`src/rtl/hazard_ctrl_pkg.sv`:
```
// Purpose: shared pipeline constants and slot records for hazard tracking.
// Latency: n/a (types, constants and a pure helper function only).
// Backpressure: n/a; stall is the only flow-control signal in this pipeline.
package hazard_ctrl_pkg;

    // Operand consumption time meaning "this operand is never read".
    localparam logic [1:0] TUSE_NONE = 2'd3;

    // tnew classes: cycles after entering E until the result exists.
    localparam logic [1:0] TNEW_LUI  = 2'd0;
    localparam logic [1:0] TNEW_ALU  = 2'd1;
    localparam logic [1:0] TNEW_LOAD = 2'd2;

    // D-stage operand selects.
    localparam logic [1:0] FWD_RF = 2'd0;
    localparam logic [1:0] FWD_E  = 2'd1;
    localparam logic [1:0] FWD_M  = 2'd2;
    // E-stage operand selects: 0 keeps the E register value, 1 takes M, 2 takes W.
    localparam logic [1:0] FWD_E_FROM_M = 2'd1;
    localparam logic [1:0] FWD_W        = 2'd2;

    // Producer/consumer record for the instruction in E.
    typedef struct packed {
        logic [4:0] rs;
        logic [4:0] rt;
        logic [4:0] dst;
        logic [1:0] tnew;
    } slot_t;

    // M only still consumes rt (store data), so rs is dropped there.
    typedef struct packed {
        logic [4:0] rt;
        logic [4:0] dst;
        logic [1:0] tnew;
    } m_slot_t;

    // tnew counts down once per stage and never wraps below zero.
    function automatic logic [1:0] tnew_dec(input logic [1:0] tnew);
        return (tnew == TNEW_LUI) ? TNEW_LUI : tnew - 2'd1;
    endfunction

    // True when a result class is still outstanding at all.
    function automatic logic tnew_pending(input logic [1:0] tnew);
        return (tnew == TNEW_ALU) || (tnew == TNEW_LOAD);
    endfunction

endpackage

```
`src/rtl/hazard_match.sv`:
```
// Purpose: compare one consumer operand against one producer slot.
// Latency: purely combinational, zero cycles.
// Backpressure: none; must_stall is an input to the top-level stall OR.
import hazard_ctrl_pkg::*;

module hazard_match (
    input  logic [4:0] src,
    input  logic [1:0] tuse,
    input  logic [4:0] prod_dst,
    input  logic [1:0] prod_tnew,
    output logic       match,
    output logic       ready,
    output logic       must_stall
);

    // Register 0 is hardwired, so it never creates a dependency.
    always_comb begin
        match      = (src != 5'd0) && (src == prod_dst);
        ready      = match && !tnew_pending(prod_tnew);
        must_stall = match && (tuse != TUSE_NONE) && (prod_tnew > tuse);
    end

endmodule

```
`src/rtl/hazard_ctrl.sv`:
```
// Purpose: stall and forwarding control for the 5-stage pipeline (D/E/M/W tracking).
// Latency: outputs are combinational from slot state and D inputs; slots update on each edge.
// Backpressure: stall holds PC/D and injects a bubble into E; it self-clears within 2 cycles.
import hazard_ctrl_pkg::*;

module hazard_ctrl (
    input  logic       clk,
    input  logic       reset,
    input  logic [4:0] D_rs,
    input  logic [4:0] D_rt,
    input  logic [1:0] D_tuse_rs,
    input  logic [1:0] D_tuse_rt,
    input  logic [4:0] D_dst,
    input  logic [1:0] D_tnew,
    output logic       stall,
    output logic [1:0] sel_D_rs,
    output logic [1:0] sel_D_rt,
    output logic [1:0] sel_E_alu1,
    output logic [1:0] sel_E_alu2,
    output logic       sel_M_wd
);

    // Operand/producer pairs evaluated by the shared comparator.
    localparam int P_DRS_E = 0;
    localparam int P_DRS_M = 1;
    localparam int P_DRT_E = 2;
    localparam int P_DRT_M = 3;
    localparam int P_ERS_M = 4;
    localparam int P_ERS_W = 5;
    localparam int P_ERT_M = 6;
    localparam int P_ERT_W = 7;
    localparam int P_MRT_W = 8;
    localparam int NPAIR   = 9;

    slot_t      e_q;
    m_slot_t    m_q;
    logic [4:0] w_dst_q;

    logic [4:0] pr_src   [NPAIR];
    logic [1:0] pr_tuse  [NPAIR];
    logic [4:0] pr_dst   [NPAIR];
    logic [1:0] pr_tnew  [NPAIR];
    logic [NPAIR-1:0] pr_match;
    logic [NPAIR-1:0] pr_ready;
    logic [NPAIR-1:0] pr_stall;

    // Advance the tracking slots; a stall turns the E entry into a bubble.
    always_ff @(posedge clk or posedge reset) begin
        if (reset) begin
            e_q     <= '0;
            m_q     <= '0;
            w_dst_q <= '0;
        end else begin
            w_dst_q <= m_q.dst;
            m_q     <= '{rt: e_q.rt, dst: e_q.dst, tnew: tnew_dec(e_q.tnew)};
            if (stall) begin
                e_q <= '0;
            end else begin
                e_q <= '{rs: D_rs, rt: D_rt, dst: D_dst, tnew: D_tnew};
            end
        end
    end

    // Route each consumer operand to the producer slot it is checked against.
    // E and M consumers read now, so their tuse is irrelevant and forced to "none".
    always_comb begin
        pr_src[P_DRS_E]  = D_rs;     pr_tuse[P_DRS_E] = D_tuse_rs;
        pr_dst[P_DRS_E]  = e_q.dst;  pr_tnew[P_DRS_E] = e_q.tnew;
        pr_src[P_DRS_M]  = D_rs;     pr_tuse[P_DRS_M] = D_tuse_rs;
        pr_dst[P_DRS_M]  = m_q.dst;  pr_tnew[P_DRS_M] = m_q.tnew;
        pr_src[P_DRT_E]  = D_rt;     pr_tuse[P_DRT_E] = D_tuse_rt;
        pr_dst[P_DRT_E]  = e_q.dst;  pr_tnew[P_DRT_E] = e_q.tnew;
        pr_src[P_DRT_M]  = D_rt;     pr_tuse[P_DRT_M] = D_tuse_rt;
        pr_dst[P_DRT_M]  = m_q.dst;  pr_tnew[P_DRT_M] = m_q.tnew;
        pr_src[P_ERS_M]  = e_q.rs;   pr_tuse[P_ERS_M] = TUSE_NONE;
        pr_dst[P_ERS_M]  = m_q.dst;  pr_tnew[P_ERS_M] = m_q.tnew;
        pr_src[P_ERS_W]  = e_q.rs;   pr_tuse[P_ERS_W] = TUSE_NONE;
        pr_dst[P_ERS_W]  = w_dst_q;  pr_tnew[P_ERS_W] = TNEW_LUI;
        pr_src[P_ERT_M]  = e_q.rt;   pr_tuse[P_ERT_M] = TUSE_NONE;
        pr_dst[P_ERT_M]  = m_q.dst;  pr_tnew[P_ERT_M] = m_q.tnew;
        pr_src[P_ERT_W]  = e_q.rt;   pr_tuse[P_ERT_W] = TUSE_NONE;
        pr_dst[P_ERT_W]  = w_dst_q;  pr_tnew[P_ERT_W] = TNEW_LUI;
        pr_src[P_MRT_W]  = m_q.rt;   pr_tuse[P_MRT_W] = TUSE_NONE;
        pr_dst[P_MRT_W]  = w_dst_q;  pr_tnew[P_MRT_W] = TNEW_LUI;
    end

    for (genvar g = 0; g < NPAIR; g++) begin : g_match
        hazard_match u_match (
            .src        (pr_src[g]),
            .tuse       (pr_tuse[g]),
            .prod_dst   (pr_dst[g]),
            .prod_tnew  (pr_tnew[g]),
            .match      (pr_match[g]),
            .ready      (pr_ready[g]),
            .must_stall (pr_stall[g])
        );
    end

    // Stall on any D operand needed before its producer delivers; selects
    // prefer the nearest stage and only ever point at a finished result.
    always_comb begin
        stall      = pr_stall[P_DRS_E] | pr_stall[P_DRS_M] |
                     pr_stall[P_DRT_E] | pr_stall[P_DRT_M];
        sel_D_rs   = pr_ready[P_DRS_E] ? FWD_E :
                     pr_ready[P_DRS_M] ? FWD_M : FWD_RF;
        sel_D_rt   = pr_ready[P_DRT_E] ? FWD_E :
                     pr_ready[P_DRT_M] ? FWD_M : FWD_RF;
        sel_E_alu1 = pr_ready[P_ERS_M] ? FWD_E_FROM_M :
                     pr_ready[P_ERS_W] ? FWD_W : FWD_RF;
        sel_E_alu2 = pr_ready[P_ERT_M] ? FWD_E_FROM_M :
                     pr_ready[P_ERT_W] ? FWD_W : FWD_RF;
        sel_M_wd   = pr_ready[P_MRT_W];
    end

    // Raw match bits and the E/M-consumer stall terms are not needed downstream.
    logic unused_pair_bits;
    assign unused_pair_bits = &{1'b0, pr_match, pr_stall[NPAIR-1:P_ERS_M]};

endmodule
```
`config.mk`:
```
export PLATFORM = sky130hd
export DESIGN_NAME = hazard_ctrl
export DESIGN_NICKNAME = d
export VERILOG_FILES = /design/src/rtl/hazard_ctrl_pkg.sv /design/src/rtl/hazard_match.sv /design/src/rtl/hazard_ctrl.sv
export SDC_FILE = /design/constraint.sdc
export NUM_CORES = 1
export LEC_CHECK = 0
export CORE_AREA = 3 3 70 72
export CTS_BUF_LIST = sky130_fd_sc_hd__clkbuf_16
export CTS_CLUSTER_DIAMETER = 50
export CTS_CLUSTER_SIZE = 25
export DETAILED_ROUTE_END_ITERATION = 8
export DIE_AREA = 0 0 73 75
export GPL_ROUTABILITY_DRIVEN = 1
export PLACE_DENSITY = 0.9
export SETUP_SLACK_MARGIN = 0.4
export SLEW_MARGIN = 20
export SYNTH_ARGS = -nofsm -noshare
export SYNTH_HDL_FRONTEND = slang
export SYNTH_HIERARCHICAL = 1
export SYNTH_SLANG_ARGS = --single-unit
```
`constraint.sdc`:
```
create_clock -name clk -period 2.6 [get_ports clk]
set_input_delay 0.52 -clock clk [delete_from_list [all_inputs] [get_ports clk]]
set_output_delay 0.52 -clock clk [all_outputs]
set_load 0.005 [all_outputs]
```
# Word level (Yosys, flattened, before mapping)
# Cells that the tools add are included.
[word_totals]
regBits = 34
in_bits = 23
out_inout_bits = 10
[classes]
n_addsub = 1
order_cmp = 4
n_eq_ne = 15
n_mux = 10
n_bitwise = 3
reduce_logical = 33
[op_table]
columns = ["cell", "count"]
rows = [
  ["5-bit == test", 9],
  ["5-bit nonzero test", 5],
  ["1-bit logical AND", 23],
  ["2-bit two-way mux", 9],
  ["17-bit two-way mux", 1],
  ["2-bit greater-than comparator", 4],
  ["2-bit by 1-bit == test with 1-bit output, second input constant", 2],
  ["2-bit == test, second input constant", 2],
  ["2-bit != test, second input constant", 2],
  ["1-bit bitwise OR", 3],
  ["1-bit zero test", 2],
  ["2-bit zero test", 1],
  ["1-bit logical OR", 2],
  ["2-bit by 1-bit subtractor with 2-bit output, second input constant", 1],
]

# Logic depth before layout (Yosys ltp)
[logic_depth]
depth_word = 8
mapped_depth = 8
ltp_nobuf = 7

# Hierarchy
# Netlist, hierarchy kept.
[by_module_without_submodules]
columns = ["module", "instances", "cells_each", "area_each_um2"]
rows = [
  ["hazard_match", 9, 20, 142.6],
  ["hazard_ctrl", 1, 67, 1088.5],
]

# Least setup slack after synthesis
# OpenSTA, ideal clock, no wires.
[synth_path]
path_type = "input to output"
from = "in D_rt[1]"
to = "out stall"
t_arrival_ns = 1.899
t_required_ns = 2.080
path_slack_ns = 0.181
cell_stages = 6
cell_sequence = "or4_1 > a21oi_2 > nor3_1 > nor4_4 > buf_6 > inv_1"
[synth_via]
elab_chain_cells = 6
[synth_lines]
columns = ["element", "line", "text"]
rows = [
  ["from (decl)", "hazard_ctrl.sv:10", "input logic [4:0] D_rt,"],
  ["5-bit == test / 5-bit nonzero test (equally long branches)", "hazard_match.sv:18", "match = (src != 5'd0) && (src == prod_dst);"],
  ["1-bit logical AND (*)", "hazard_match.sv:18", ""],
  ["1-bit logical AND (*) (2 in series)", "hazard_match.sv:20", "must_stall = match && (tuse != TUSE_NONE) && (prod_tnew > tuse);"],
  ["via pr_stall[2]", "hazard_ctrl.sv:45", "logic [NPAIR-1:0] pr_stall;"],
  ["1-bit bitwise OR (*)", "hazard_ctrl.sv:102", "stall = pr_stall[P_DRS_E] | pr_stall[P_DRS_M] |"],
  ["1-bit bitwise OR (*)", "hazard_ctrl.sv:103", "pr_stall[P_DRT_E] | pr_stall[P_DRT_M];"],
  ["to (decl)", "hazard_ctrl.sv:15", "output logic stall,"],
]
# The timed path passes the listed nets; every way through them passes the cells marked *.

# Worst setup path after layout
[layout_path]
from = "in D_tuse_rs[1]"
to = "out stall"
[layout_via]
elab_chain_cells = 6
[layout_lines]
columns = ["element", "line", "text"]
rows = [
  ["from (decl)", "hazard_ctrl.sv:11", "input logic [1:0] D_tuse_rs,"],
  ["2-bit != test", "hazard_match.sv:20", ""],
  ["1-bit logical AND", "hazard_match.sv:20", ""],
  ["1-bit logical AND (*)", "hazard_match.sv:20", ""],
  ["via pr_stall[1]", "hazard_ctrl.sv:45", ""],
  ["1-bit bitwise OR (*) (2 in series)", "hazard_ctrl.sv:102", ""],
  ["1-bit bitwise OR (*)", "hazard_ctrl.sv:103", ""],
]
# Marked as above.

==> impl_metrics.yaml <==
pwr:
  power_density_nw_per_um2: 515
  power_mw: 1.56
  vdd_ir_drop_max_mv: 0.571
  power.leakage_nw: 1.36
critical_path:
  path_max_fanout: 3
  cp_data_required_time_ps: 2080
  rrSetupSlack_ps: 520
  critPathBufInv: 4
  slowest_stage: "nor4_4"
  cpPeakStageDelay_ps: 330
  rr_endpoint: "e_q[14]"
  critPathLaunchType: "primary input"
  crit_family: "simple AND/OR/NAND/NOR gates"
  rr_worst_depth: 8
  crit_type: "primary input to output pin"
  path_cells: "clkdlybuf4s15_1 -> inv_1 -> ha_1 -> nor2b_1 -> o21ai_2 -> nor3_4 -> nor4_4 -> inv_2 -> buf_2"
  crit_arrival_ps: 2020
  worstReg2RegStart: "e_q[1]"
  crit_path_end_kind: "output pin"
sta:
  rsz0062_at_grt: "true"
  fin_skew_ps: 7.26
  fin_setup_tns_ps: 0
  slew_viol_final: 0
  hold_viol: 0
  fin_crit_sh_pct: 97.6
  max_freq_mhz: 394
  min_period_ps: 2540
  hold-worst-slack_ps: 437
  setup-violations-final: 0
clock_tree:
  cts.sinks: 34
  cts_tree: "built"
  hold_buffers: 0
  cts_buffers: 5
  clockBufferDepth: 2
  clk_pin_slew_worst_paths_ps: 50
  clock_latency_ps: 290
  htreeDepth: 2
  cts.root.buffer_cell: "clkbuf_16"
yosys:
  synthesis.area_um2: 2050
  syn_inst: 197
  yosys_warnings: 6
  avgSynthCellArea_um2: 10.4
floorplan:
  die_width_um: 73
  start_util_pct: 47.2
  dieArea_um2: 5480
  die_y_um: 75
  core_um2: 4350
  io-pin-count: 33
  num_rows: 24
routing:
  detail-route-antenna-nets: 0
  drt_wl_total_um: 5480
  vias: 1724
  vias_per_cell: 5.22
  wl_per_cell_um: 16.6
  drt_iter0_drc: 46
  dr.pass1.iters: 4
  drc: 0
global_routing:
  grt-ovfl-total: 0
  grt_pass1_vias: 1882
  grt_pass1_wl_um: 8660
  grt_start_max_net_pins: 35
  grt_antenna_before_repair: 0
  grt_usage_pct: 21.6
finish:
  antenna_cells: 0
  n_fill_cell: 290
  fin_util_pct: 69.6
  drive_above_1_share_pct: 45.0
  final_net_count: 308
  area_growth_pct: 47.6
place:
  dpl.hpwl_um: 3270
  port_buffers: 32
  gp_congestion: 0.818
min_path:
  hp-class: "register to register"
  worstHoldStart: "e_q[5]"
  whs_path_depth: 0
  hold_end: "m_q[5]"
job:
  maxCapViolations: 0
run_status:
  outcome: "complete, no violations"
## through the flow
step / setup slack [ps] / instance area (um^2) / instances
after floorplan: 220 / 2080 / 202
after global placement: -596 / 2590 / 303
after detailed placement: -645 / 2590 / 303
after CTS: 97.4 / 2980 / 328
after global routing: 3.76 / 3030 / 330
final: 61.9 / 3030 / 330
## worst max-delay path by stage
stage | from | endpoint | slack (ps) | depth (start not counted)
after floorplan | D_rs[1] | stall | 220 | 6
after global placement | D_rt[1] | stall | -600 | 7
after detailed placement | D_tuse_rs[1] | stall | -650 | 9
after CTS | D_rt[3] | stall | 100 | 7
after global routing | D_tuse_rt[1] | stall | 4 | 9
final | D_tuse_rs[1] | stall | 60 | 9
## state kept, by name (all words and copies together) (netlist names)
signal / cells
w_dst_q: 5
m_q: 12
e_q: 17
## worst register-to-register path: stages, from the launching register on
cell and delay [ps]:
dfrtp_1 420, ha_1 300, nor2b_1 140, o21ai_2 180, nor3_4 70, nor4_4 380
buf_4 200, buf_6 140, and2_1 180
## layout by cell type, fill, tap and decap left out, types with 2 or more instances in the layout
cell type	n
conb_1	6
buf_4	30
nand4_1	9
buf_6	17
buf_2	9
clkbuf_16	5
xor2_1	9
nor2_2	2
nor3_2	6
xnor2_2	3
a22oi_1	4
o21ai_1	2
and2_2	22
clkdlybuf4s50_1	8
or4_4	9
ha_1	8
dfrtp_1	33
nor2b_1	8
clkdlybuf4s15_2	2
a21oi_4	5
nor3_1	4
a21oi_2	4
o21ai_2	2
nor3_4	3
dlygate4sd2_1	5
xnor2_1	33
inv_1	10
and2_1	5
nor2_1	7
## power breakdown
group / total [mW] / internal [mW] / switching [mW] / leakage, nW
sequential: 0.621 / 0.568 / 0.0527 / 0.400
combinational: 0.377 / 0.213 / 0.164 / 0.890
clock: 0.563 / 0.346 / 0.218 / 0.0724
## repair_timing
item / 4_1_cts / 5_1_grt
resized for setup: 117 / 14
setup buffers: 17 / 2
gates cloned: 0 / 0
endpoints found under the setup margin: 27 / 19
pin swaps: 30 / 15
## final cells by class
cell class | count | area [um^2] | area share (%)
clock buffers | 5 | 125 | 4.13
clock inverters | 3 | 12.5 | 0.413
inverters | 10 | 37.5 | 1.24
multi-input cells | 153 | 1320 | 43.4
flip-flops and latches | 34 | 852 | 28.1
well taps | 52 | 65.1 | 2.15
repair buffers | 73 | 623 | 20.6
## per-layer routing
layer	track usage (%)	part of all wire (%)
met1	22.4	37
met4	9.63	3.6
met3	5.87	3.6
met5	0	0
met2	40.3	56
No activity file was read; power rests on OpenSTA's default activity.
==> variant, RTL diff (same flow settings) <==
Make the reset (`reset`) synchronous in one clocked block.
--- a/src/rtl/hazard_ctrl.sv
+++ b/src/rtl/hazard_ctrl.sv
@@ -47,3 +47,3 @@
     // Advance the tracking slots; a stall turns the E entry into a bubble.
-    always_ff @(posedge clk or posedge reset) begin
+    always_ff @(posedge clk) begin
         if (reset) begin
Function: differs if reset is asserted again (counterexample within 4 cycles, from zero or initial values and one cycle with reset high); with reset held inactive, the same outputs for 10 cycles.
==> variant against the original RTL <==
Global-route usage increased by 0.80 points; largest power group is now clock; sequential cell count unchanged; setup slack got worse by 0.084 ns; area after synthesis increased by 0.24%; cell area increased by 0.50%; largest cell class unchanged; highest routed layer unchanged; first-iteration DRC count increased by 130%; the flow now finishes with violations (negative setup slack); sequential share of layout area decreased by 5.2 points; power increased by 10%; routed wire length increased by 5.8%; sequential power decreased by 5.5%.
==> variant: results <==
outcome:
  status: "finished with violations"
  violations: "negative setup slack"
critical_path:
  crit_path_max_incr_delay_ns: 0.55
  reg2reg_to: "e_q[2]$_SDFF_PP0_"
  rrSetupSlack_ns: 0.42
  crit_slowest_cell: "or4_4"
  startpoint: "D_tuse_rt[1]"
  r2r-start: "m_q[1]$_SDFF_PP0_"
  reg2regPathDepth: 7
  path_max_fanout: 4
  cp.arrival_ns: 2.10
  cp_top_family: "simple AND/OR/NAND/NOR gates"
timing:
  clock_skew_ns: 0.00355
  holdWs_ns: 0.486
  tns_ns: -0.0219
  post-route-period-util: 1.01
  setup-violations-final: 1
  fin_ws_ns: -0.0219
route:
  drc: 0
  drtIter0Drc: 108
  avgViaCountPerCell: 5.36
  wl_met2_um: 3130
  wl_met1_um: 2170
  postRouteWirelength_um: 5800
  dr_wl_met3_um: 259
clock_tree:
  insertion_delay_ns: 0.28
  clock_path_buffers: 2
  cts_buffers: 5
  clk_pin_slew_ns: 0.06
place:
  gp_congestion: 0.819
  placed_cell_area_um2: 2570
  dp_hpwl_um: 3410
cells_and_area:
  fin_area_um2: 3050
  drive_above_1_share: 0.425
  reg.largest.list: "e_q: 17 flops, m_q: 12 flops, w_dst_q: 5 flops"
  n_fill_cell: 290
  antenna_cells: 0
  nets: 316
hold_path:
  min_to: "e_q[8]$_SDFF_PP0_"
  worstHoldStart: "D_rt[1]"
  whs_path_depth: 2
  hold_class: "in2reg"
global_routing:
  grt.total_usage: 0.224
  grt_pass1_vias: 1858
  met3_usage: 0.0561
  grt_max_degree: 35
  grt_pass1_wl_um: 9100
  use_met2: 0.409
  use_met1: 0.231
power_and_ir_drop:
  leakagePower_nw: 1.23
  irDropWorstVdd_mv: 0.460
[variant: where the power goes]
part	internal, mW	switching (mW)	leakage [nW]
registers	0.549	0.0387	0.284
clock network	0.550	0.233	0.0940
logic	0.201	0.152	0.852
total	1.30	0.424	1.23
[variant: through the flow]
step                cells  setup slack (ns)  total power, mW
global placement      320            -0.688            0.858
global route          337           -0.0742             1.78
detailed placement    320            -0.731            0.870
finish                337           -0.0219             1.72
floorplan             222            0.0285            0.754
CTS                   333           -0.0300             1.69
[variant: repair_timing]
item,4_1_cts,5_1_grt
setup endpoints to repair,27,26
pin swaps,19,12
buffers inserted,5,4
resized for setup,124,25
gates cloned,0,0
[variant: layout make-up]
type	instances	share of cell area
clock buffer	5	0.0411
clock inverter	3	0.0226
inverter	10	0.0123
multi-input combinational	169	0.486
sequential	34	0.229
tap	52	0.0214
timing repair buffer	64	0.188
